**src/rtl/fetch_unit.sv**
```systemverilog
// Instruction-fetch sequencer: issues one req/gnt/rvalid fetch at a time for the
// current pc, holds the word for execute, strobes pc_load and counts retirements.
module fetch_unit (
   input  logic        clk,
   input  logic        areset,
   input  logic [31:0] pc,
   input  logic        stall,
   output logic        imem_req,
   output logic [31:0] imem_addr,
   input  logic        imem_gnt,
   input  logic        imem_rvalid,
   input  logic [31:0] imem_rdata,
   output logic [31:0] instr,
   output logic        instr_valid,
   output logic        pc_load,
   output logic        misaligned,
   output logic [31:0] retired
);

   typedef enum logic [2:0] {
      IDLE,
      REQ,
      WAIT,
      EXEC,
      FAULT
   } state_t;

   localparam logic [31:0] NOP = 32'h0000_0013;

   state_t state;
   state_t state_next;
   logic   pc_unaligned;

   assign pc_unaligned = (pc[1:0] != 2'b00);

   always_ff @(posedge clk or negedge areset) begin
      if (!areset) begin
         state <= IDLE;
      end else begin
         state <= state_next;
      end
   end

   always_comb begin
      state_next  = state;
      imem_req    = 1'b0;
      imem_addr   = '0;
      instr_valid = 1'b0;
      pc_load     = 1'b0;
      unique case (state)
         IDLE: state_next = REQ;
         REQ: begin
            // A misaligned pc never reaches memory; the fault is latched instead.
            if (pc_unaligned) begin
               state_next = FAULT;
            end else begin
               imem_req  = 1'b1;
               imem_addr = pc;
               if (imem_gnt) state_next = WAIT;
            end
         end
         WAIT: begin
            if (imem_rvalid) state_next = EXEC;
         end
         EXEC: begin
            instr_valid = 1'b1;
            if (!stall) begin
               pc_load    = 1'b1;
               state_next = REQ;
            end
         end
         FAULT: state_next = FAULT;
         default: state_next = IDLE;
      endcase
   end

   always_ff @(posedge clk or negedge areset) begin
      if (!areset) begin
         instr <= NOP;
      end else if (state == WAIT && imem_rvalid) begin
         instr <= imem_rdata;
      end
   end

   always_ff @(posedge clk or negedge areset) begin
      if (!areset) begin
         misaligned <= 1'b0;
      end else if (state == REQ && pc_unaligned) begin
         misaligned <= 1'b1;
      end
   end

   always_ff @(posedge clk or negedge areset) begin
      if (!areset) begin
         retired <= '0;
      end else if (pc_load) begin
         retired <= retired + 32'd1;
      end
   end

endmodule

```
**config.mk**
```make
export PLATFORM = sky130hd
export DESIGN_NAME = fetch_unit
export DESIGN_NICKNAME = d
export VERILOG_FILES = /design/src/rtl/fetch_unit.sv
export SDC_FILE = /design/constraint.sdc
export NUM_CORES = 1
export LEC_CHECK = 0
export CAP_MARGIN = 20
export CELL_PAD_IN_SITES_DETAIL_PLACEMENT = 1
export CELL_PAD_IN_SITES_GLOBAL_PLACEMENT = 2
export CORE_MARGIN = 5
export CORE_UTILIZATION = 25
export CTS_CLUSTER_SIZE = 14
export DETAILED_ROUTE_END_ITERATION = 10
export PLACE_DENSITY = 0.93
export SETUP_SLACK_MARGIN = 0.5
export SLEW_MARGIN = 10
export SYNTH_ARGS = -nofsm -noshare
export SYNTH_HDL_FRONTEND = slang
export SYNTH_SLANG_ARGS = --single-unit
```
**constraint.sdc**
```tcl
create_clock -name clk -period 2.7 [get_ports clk]
set_input_delay 0.27 -clock clk [delete_from_list [all_inputs] [get_ports clk]]
set_output_delay 0.27 -clock clk [all_outputs]
set_load 0.05 [all_outputs]
```
==> summary.txt <==
STA
  • Final Critical Period: 2130 ps
  • Final Hold Violating Endpoints: 0
  • Final worst clock skew: 5.10 ps
  • Fmax: 470 MHz
  • Number of pins exceeding their max-slew limit in the final report: 0
  • RSZ-0062 raised after global routing: true
  • Worst Max-Slew Pin Slew: 725 ps
  • Crit share post-route: 78.9%
  • Final sum of negative setup slack: 0 ps
  • Count of endpoints failing setup in the final report: 0
  • Headroom to the max-slew limit: 51.7%
  • Final setup slack of the worst path: approximately 570 ps

Logic synthesis
  • Most used flip-flop cell after synthesis: dfrtp_1
  • Yosys top cell area share: 52.5%
  • Proportion of synthesized flip-flops having asynchronous set or reset: 100%
  • Ranking of synthesized cells by area: dfrtp_1, mux2_2, xnor2_1
  • Sequential cell area fraction in the yosys report: 55.0%
  • Count of cell types in the netlist: 33
  • EDFF count, synth: 0
  • Gate count after technology mapping: 257
  • Number of synthesized register bits: 68
  • Synthesized cell area: approximately 3100 sq um
  • Yosys warnings: 0
  • Average size of a mapped cell: 12.1 sq um
  • Largest area contributor in the netlist: dfrtp_1

Worst setup path
  • Maximum fanout along the worst path: 11
  • Category of the most critical setup path: reg -> out
  • Crit. End Element: output pin
  • CP startpoint kind: flop
  • Crit path arrival time: 1860 ps
  • Register-to-register setup slack: 700 ps
  • Required time at the endpoint of the critical path: 2430 ps

Clock network
  • Inserted Clock Buffers: 9
  • Clock slew seen by the registers of the worst setup and hold paths: 50 ps
  • Deepest clock path buffer count: 2
  • Clock sinks: just under 70
  • Clock Tree Root: clkbuf_16
  • TritonCTS clock tree: done
  • Hold-fix buffers, CTS: 0
  • Maximum level of the CTS H-tree: 3
  • Source-to-sink clock delay at the later pin of the worst-skew pair: ~320 ps

Die
  • Horizontal die dimension: 121 um
  • Number of placement rows: 40
  • Starting utilization of the core area: around a quarter
  • I/O pin count: about 170
  • Die area: about 15000 sq um
  • Die Y: between 100 and 150 um
  • Area of the core: 12100 sq um

Layout
  • Total Nets Final: 508
  • Area added between synthesis and finish: 84.3%
  • Antenna diode count: 0
  • Fraction of layout cells with a size suffix above 1: 31.4%
  • Final core area utilization: 47.4%

Power
  • Maximum VDD drop: roughly 0.27 mV
  • Share of total power in combinational logic: about half
  • P_int: 2.97 mW
  • Total power per unit cell area: 874 nW/um^2
  • Reported net switching power: 2.03 mW
  • Fraction of power consumed by sequential logic: 29.4%
  • Switching share of total power: between 40% and 50%
  • Clock network power share: 21.1%
  • Leak pwr: 2.35 nW

Global route
  • Vias in the first global route: 2964
  • Met1 track utilization from global routing: 14.8%
  • GR Layer Usage met3: ~5.3%
  • Wire length of the first global-routing pass: about 15000 um
  • Antenna violations before repair: 0
  • Global-route layer with the greatest usage: met2
  • Sum of overflow across all layers after global routing: 0
  • Largest net degree at the start of global routing: 33
  • Global-route usage over all layers: 13.2%
  • Met2 GRT Util: 22.4%

Route
  • Per-cell routed wire length: 15.8 um
  • Vias per cell: between 4 and 5
  • ANT nets after route: 0
  • Remaining routing DRC violations: 0
  • DR vias: 2667
  • Iteration count of the initial detailed-routing pass: 4
  • Drt total wl: a little under 10000 um
  • Starting DRT DRC Count: ~80

Status
  • Result of the run: completed

Hold path
  • Hold WC Path Type: in -> async

Placement
  • Gp weighted congestion: 0.736
  • Total of buffers placed on input and output ports: about 170
  • Worst slack at placement: 508 ps
  • HPWL Detailed: 7490 um

Flow run
  • Max Cap Viol: 0
## stage by stage
step	instances	hold WS, ps	total power [mW]	instance area [sq um]
finish	610	7.59	5.00	5710
global route	610	53.6	5.22	5710
CTS	609	25.5	5.03	5670
detailed placement	587	376	3.87	5280
global placement	587	357	3.81	5280
floorplan	258	-25.6	2.94	3120
## per-layer routing
layer | routed length [um] | vias to the layer above
met5 | 0 | -
met1 | 3660 | 1304
li1 | - | 1240
met3 | 943 | 10
met4 | 192 | 0
met2 | 4830 | 113
## final timing paths
path / startpoint / endpoint / cells after the start
max: state[1] / imem_addr[14] / 6
min: areset / retired[16] / 1
max reg2reg: state[2] / retired[18] / 5
min reg2reg: retired[31] / retired[31] / 1
max in group asynchronous: areset / instr[15] / 2
min in group clk: retired[31] / retired[31] / 1
## flip-flops by register name, summed over array words and instances (netlist names)
signal and cells:
retired 32, state 3, instr 32, misaligned 1
## area by class of cell
| cell class | count | area [sq um] |
|---|---|---|
| Clock buffer | 13 | 260 |
| Clock inverter | 2 | 10.0 |
| Fill cell | 1239 | 6350 |
| Inverter | 6 | 22.5 |
| Multi-Input combinational cell | 171 | 1400 |
| Sequential cell | 68 | 1710 |
| Tap cell | 168 | 210 |
| Timing Repair Buffer | 182 | 2100 |
## kinds of logic (layout without fill, tap and decap cells)
group / count (synthesis) / after routing / synth area share, %
AND/OR/NAND/NOR: 100 / 100 / 19.6
flip-flops: 68 / 68 / 55.0
multiplexers: 33 / 33 / 11.9
XOR/XNOR: 31 / 31 / 8.76
buffers and inverters: 19 / 203 / 3.23
AO/OA/AOI/OAI: 4 / 4 / 0.969
adder cells (fa/ha/maj): 1 / 1 / 0.403
other: 1 / 2 / 0.121
## cell usage after synthesis, types with 3 or more instances
| library cell | count |
|---|---|
| and2_1 | 30 |
| buf_2 | 5 |
| clkbuf_1 | 4 |
| dfrtp_1 | 65 |
| dfstp_2 | 3 |
| inv_1 | 6 |
| mux2_2 | 32 |
| nand2_1 | 15 |
| nand3_1 | 18 |
| nand4_1 | 10 |
| nor2_1 | 8 |
| nor3_1 | 5 |
| nor4_1 | 4 |
| xnor2_1 | 27 |
| xor2_1 | 4 |
## power by group through the flow
stage,logic [mW],clock network [mW],registers (mW)
finish,2.47,1.06,1.47
global route,2.57,1.14,1.50
CTS,2.47,1.09,1.47
detailed placement,2.34,0,1.53
global placement,2.30,0,1.51
floorplan,0.551,0,2.39
## what timing repair did
action / in CTS / in global routing
cloned: 2 / 0
setup buffers: 5 / 1
setup endpoints to repair: 31 / 30
gates resized for setup: 27 / 16
pin swaps: 1 / 1
## cells in the final DEF, fill, tap and decap left out, types with 2 or more instances in the layout
master / n
clkdlybuf4s50_1: 133
dfrtp_1: 62
mux2_2: 32
buf_12: 30
and2_4: 28
xnor2_1: 27
nand3_1: 18
nand2_1: 15
buf_4: 12
nand4_1: 10
clkbuf_16: 9
nor2_1: 8
inv_1: 6
nor3_1: 4
xor2_1: 4
buf_6: 4
nor4_2: 3
nor4_1: 3
dfstp_2: 3
dfrtp_2: 3
and2_2: 2
conb_1: 2
clkinv_2: 2
clkbuf_1: 2
clkbuf_8: 2
buf_8: 2
## critical path: stages, from the launching register on
cell and delay, ps:
dfrtp_2 400, or3b_4 420, nor3_4 170, buf_6 140, buf_8 120, and2_4 150
buf_12 130
(Power assumes the default switching activity.)
